### src/rtl/mac_acc32.sv
// Accumulates a stream of unsigned 32-bit products into one ACC_W-bit sum per block.
// Latency: the result is presented one cycle after the beat carrying in_last.
// Backpressure: the result is held until out_ready; no beats are taken while it is held.
//
// Ports:
//   clk, rst_n                 single clock, asynchronous active-low reset
//   in_valid/in_ready          product beat handshake (prod, in_last)
//   out_valid/out_ready        result handshake (out_acc, out_cnt, out_ovf)
// Optional feature macro: MAC_ACC_SAT_EN. When it is defined, the accumulator
// clamps to all-ones on carry-out. When it is not defined, the accumulator wraps.
module mac_acc32 #(
  parameter int ACC_W = 40
) (
  input  logic             clk,
  input  logic             rst_n,
  input  logic             in_valid,
  output logic             in_ready,
  input  logic [31:0]      prod,
  input  logic             in_last,
  output logic             out_valid,
  input  logic             out_ready,
  output logic [ACC_W-1:0] out_acc,
  output logic [15:0]      out_cnt,
  output logic             out_ovf
);

  typedef enum logic {
    ACCUM = 1'b0,
    HOLD  = 1'b1
  } state_t;

  state_t           state_q, state_d;
  logic [ACC_W-1:0] acc_q, acc_d;
  logic [15:0]      cnt_q, cnt_d;
  logic             ovf_q, ovf_d;

  // One extra bit on the sum exposes the carry-out of the ACC_W-bit addition.
  logic [ACC_W:0]   sum_w;
  logic [ACC_W-1:0] acc_add;

  assign sum_w = {1'b0, acc_q} + {{(ACC_W - 31){1'b0}}, prod};

`ifdef MAC_ACC_SAT_EN
  // Once the accumulator is clamped, any further nonzero beat carries out again.
  // A zero beat leaves the value unchanged. Either way it stays at all-ones.
  assign acc_add = sum_w[ACC_W] ? {ACC_W{1'b1}} : sum_w[ACC_W-1:0];
`else
  assign acc_add = sum_w[ACC_W-1:0];
`endif

  always_comb begin
    state_d = state_q;
    acc_d   = acc_q;
    cnt_d   = cnt_q;
    ovf_d   = ovf_q;
    case (state_q)
      ACCUM: begin
        if (in_valid) begin
          acc_d = acc_add;
          ovf_d = ovf_q | sum_w[ACC_W];
          if (cnt_q != 16'hFFFF) begin
            cnt_d = cnt_q + 16'd1;
          end
          if (in_last) begin
            state_d = HOLD;
          end
        end
      end
      HOLD: begin
        if (out_ready) begin
          acc_d   = '0;
          cnt_d   = '0;
          ovf_d   = 1'b0;
          state_d = ACCUM;
        end
      end
      default: state_d = ACCUM;
    endcase
  end

  always_ff @(posedge clk or negedge rst_n) begin
    if (!rst_n) begin
      state_q <= ACCUM;
      acc_q   <= '0;
      cnt_q   <= '0;
      ovf_q   <= 1'b0;
    end else begin
      state_q <= state_d;
      acc_q   <= acc_d;
      cnt_q   <= cnt_d;
      ovf_q   <= ovf_d;
    end
  end

  // The state register already reads ACCUM during reset.
  // in_ready is therefore also gated by rst_n, so no beat appears to be taken while reset is held.
  assign in_ready  = rst_n && (state_q == ACCUM);
  assign out_valid = (state_q == HOLD);
  assign out_acc   = acc_q;
  assign out_cnt   = cnt_q;
  assign out_ovf   = ovf_q;

endmodule

### config.mk
export PLATFORM = sky130hd
export DESIGN_NAME = mac_acc32
export DESIGN_NICKNAME = d
export VERILOG_FILES = /design/src/rtl/mac_acc32.sv
export SDC_FILE = /design/constraint.sdc
export NUM_CORES = 1
export LEC_CHECK = 0
export BUFFER_PORTS_ARGS = -buffer_cell sky130_fd_sc_hd__buf_2
export CORE_MARGIN = 1
export CORE_UTILIZATION = 55
export CTS_CLUSTER_SIZE = 30
export DETAILED_ROUTE_END_ITERATION = 7
export GPL_TIMING_DRIVEN = 0
export PLACE_DENSITY_LB_ADDON = 0.15
export SLEW_MARGIN = 20
export SYNTH_ARGS = -nofsm -noshare
export SYNTH_HDL_FRONTEND = slang
export SYNTH_SLANG_ARGS = --single-unit
### constraint.sdc
create_clock -name clk -period 6.95 [get_ports clk]
set_input_delay 0.3475 -clock clk [delete_from_list [all_inputs] [get_ports clk]]
set_output_delay 0.3475 -clock clk [all_outputs]
set_load 0.02 [all_outputs]
Word level (Yosys, flattened, before mapping) --
Cells that the tools add are included.
Storage, ports and cells: flip-flop bits (word level) 58, bits of input ports 37, output and inout bits 59, word-level logic and storage cells 29
Operators by class: add/subtract/negate cells 2, equality and inequality tests 4, multiplexer cells 14, bitwise operators 2, reduce and logical (&&, ||, !) cells 3
Operators with widths (count):
- $mux 40 | 2
- $pmux 40 s2 | 1
- $mux 16 | 3
- $add 40x32->41 | 1
- $pmux 16 s2 | 1
- $add 16x1->16 const B | 1
- $ne 16x16->1 const B | 1
- $ne 2x2->1 const B | 3
- $mux 1 | 5
- $pmux 1 s2 | 2
- $reduce_and 3->1 | 1
- $reduce_and 2->1 | 1
- $logic_and 1x1->1 | 1
- $not 1->1 | 1
- $or 1x1->1 | 1

Longest topological paths before layout --
word-level depth 4, depth in mapped cells 9, depth with buffers taken out 9

Worst setup path before layout --
No wires, ideal clock.
path kind register -> register, start register acc_q[16], in the netlist out_acc[16], end register acc_q[27], in the netlist out_acc[27], library setup time 131 ps, data arrival time 2646 ps, required time 6819 ps, setup slack 4173 ps, cell stages (with the launch flop) 10, path buffers 1, clock period less this slack 2777 ps, cell sequence dfrtp_1 ha_1 buf_6 a21o_1 a21o_1 a221o_1 nor2b_1 or4b_4 nor4b_1 or3_1
Between the ends: cells in the longest elaborated chain, start to end 3
Ends and longest elaborated chain:
- start: declaration | RTL line 33 | logic [ACC_W-1:0] acc_q, acc_d;
- start signal: assignment | RTL line 84 | acc_q <= '0;
- start signal: assignment | RTL line 89 | acc_q <= acc_d;
- $add 40x32->41 | RTL line 41 | assign sum_w = {1'b0, acc_q} + {{(ACC_W - 31){1'b0}}, prod};
- $mux 40 | RTL line 58 | if (in_valid) begin
- $pmux 40 s2 | RTL line 56 | case (state_q)
Every way passes these cells. The select of a mux whose other input is x is not followed. A chain may end at the register's enable or synchronous reset.

Worst setup path after layout --
start register acc_q[15], in the netlist out_acc[15], end register acc_q[28], in the netlist out_acc[28]
The elaborated chain is that of the path after synthesis.

==> flow_metrics.tcl <==
set metrics [dict create \
    grt_pass1_wl_um 17700 \
    finalCriticalPeriod_ns 3.09 \
    yosysTopAreaCell "dfrtp_1" \
    ctsHoldBuffers 0 \
    setup_viol 0 \
    synthToLayoutAreaGrowth_pct 19.4 \
    reg2reg_depth 9 \
    ant_nets 0 \
    drt_iter0_markers 188 \
    grt_start_max_net_pins 60 \
    dr.pass1.iters 4 \
    syn-instance-count 487 \
    worstPathArrival_ns 3.32 \
    reg2reg_slack_ns 3.86 \
    antenna_found_initial 0 \
    post-dp-hpwl_um 8140 \
    antenna_cells 0 \
    die_area_mm2 0.00804 \
    r2r-end "out_acc[28]" \
    htreeDepth 3 \
    cts_buffers 9 \
    grt_pass1_vias 3866 \
    cts_tree "yes" \
    cts_resized 0 \
    cts.sinks 58 \
    worstSetupEndpointType "register" \
    p_leak_nw 2.47 \
    placed_area_mm2 0.00483 \
    fmax_mhz 323 \
    dieWidth_um 89.7 \
    synth_top_area_frac 0.343 \
    crit_type "reg -> reg" \
    grt_overflow 0 \
    worstHoldPathType "in -> async" \
    synthTopCellsByArea "dfrtp_1 34%, ha_1 9.8%, nand2_1 5.7%" \
    syn_nets 558 \
    seqCellArea_mm2 0.00145 \
    async_flop_share 1.00 \
    fin_area_mm2 0.00505 \
    fin_crit_sh 0.445 \
    synthTopCellsByCount "64 x nand2_1, 58 x dfrtp_1, 33 x ha_1, 33 x o21ai_1, 31 x a21oi_1" \
    finClkSkew_ns 0.00909 \
    gp_congestion 0.882 \
    pre_cts_ws_ns 3.86 \
    worst_path_dominant_cell_family "compound AO/OA/AOI/OAI gates" \
    drive_above_1_share 0.206 \
    worst_ep_required_time_ns 7.18 \
    post_drt_via_cell_ratio 5.86 \
    netlist_area_mm2 0.00423 \
    wl_um 10900 \
    post-cts-setup-buffers 0 \
    path_cells "ha_1 > clkbuf_1 > a2111oi_1 > o21a_1 > nor4_1 > a211oi_1 > a211oi_1 > or3_1 > a32o_1" \
    cp_max_fo 10 \
    nNetsFinal 664 \
    initial_core_util 0.577 \
    status "complete, no violations" \
    synth_most_common_cell "nand2_1" \
    maxCapViolations 0 \
    tightestPinTransition_ns 0.773 \
    synthDistinctLibCells 58 \
    syn_area_per_cell_um2 8.68 \
    hold_viol 0 \
    portBuffers 95 \
    max_slew_margin 0.485 \
    maxSlewViolCount 0 \
    multi_input_area_mm2 0.00263 \
    groute.usage.overall 0.287 \
    path_common_cell "a211oi_1" \
    cts_root_buffer "clkbuf_8" \
    slowest_delay_ns 0.58 \
    routedWlPerCell_um 15.6 \
    rows 31 \
    powerDensity_mw_per_mm2 422 \
    worst_path_max_delay_cell "a2111oi_1" \
    crit_buf_inv 1 \
    fin_util 0.689 \
    synth_enable_flop_cells 0 \
    drc_errors 0 \
    reg2reg_from "out_acc[15]" \
    yosys_warnings 0 \
    clockBufferDepth 2 \
    fillCellCount 650 \
    ir_worst_vdd_v 0.000293 \
    start_kind "register" \
    tns_ns 0 \
    io_pins 96 \
    vias 4086 \
    clk_latency_ns 0.34 \
    seq_area_frac_synth 0.343 \
    die_h_um 89.7 \
    synthFlopType "dfrtp_1" \
    synth_seq_cells 58 \
    grt_setup_unrepaired "false" \
    fp.coreArea_mm2 0.00733 \
    worst_slack_ns 3.86 \
    clk_pin_slew_worst_paths_ns 0.07 \
]
==> power by group <==
group	switching (mW)	total [mW]	leakage [nW]	internal [mW]
clock network	0.142	0.352	0.109	0.211
logic	0.757	1.25	1.61	0.489
registers	0.0908	0.531	0.758	0.441
total	0.990	2.13	2.47	1.14
==> worst max path at each step <==
stage,from,depth (start not counted),to
floorplan,out_acc[16],9,out_acc[27]
global placement,prod[15],10,out_acc[28]
detailed placement,prod[15],10,out_acc[28]
CTS,out_acc[15],9,out_acc[28]
global route,out_acc[9],8,out_acc[28]
finish,out_acc[15],9,out_acc[28]
==> area by class of cell <==
cell class | count | area share
multi-input combinational | 400 | 0.522
sequential | 58 | 0.288
timing repair buffer | 95 | 0.0947
clock buffer | 11 | 0.0280
tap | 99 | 0.0245
buffer | 19 | 0.0203
clock inverter | 5 | 0.0154
inverter | 10 | 0.00768
==> cells by family (layout without fill, tap and decap cells) <==
logic type | Yosys count | after routing | share of synthesized area
buf+inv | 29 | 140 | 0.0334
fa+ha+maj | 34 | 34 | 0.102
xor+xnor | 34 | 34 | 0.0705
flops | 58 | 58 | 0.343
mux | 10 | 10 | 0.0237
compound gates | 151 | 151 | 0.230
simple gates | 171 | 171 | 0.197
==> stage by stage <==
step	hold slack, ns	std cells	power (mW)
3_3_place_gp	0.478	681	1.74
3_5_place_dp	0.482	681	1.77
5_1_grt	0.157	697	2.30
4_1_cts	0.114	697	2.13
2_1_floorplan	0.0519	487	1.45
6_report	0.0600	697	2.13
==> state kept, by name (all words and copies together) (netlist names) <==
name / count
out_valid: 1
out_ovf: 1
out_acc: 40
out_cnt: 16
==> layer usage <==
metal,wire length (µm),track usage
met4,189,0.0779
met2,5310,0.506
met3,414,0.0466
met5,0,0
met1,4970,0.365
==> layout by cell type (no fill, tap or decap), types with 4 or more instances in the layout <==
cell type,Yosys,routed
nor2b_1,7,7
and2_1,7,7
o21ai_1,33,33
nor3_1,7,7
nand4_1,10,10
nand3_1,19,19
buf_2,1,95
o21ai_0,15,15
mux2i_1,10,10
a31oi_1,10,10
ha_1,33,33
clkbuf_8,0,10
nand2_1,64,64
and3_1,5,5
o31ai_1,5,5
o21bai_1,4,4
dfrtp_1,58,58
a21o_1,9,9
nor2_1,30,30
or3_1,7,7
a21oi_1,31,31
inv_1,9,9
xor2_1,19,19
o211ai_1,7,7
xnor2_1,15,15
clkbuf_1,13,14
a22o_1,5,5
Power figures use the tool's default switching activity.
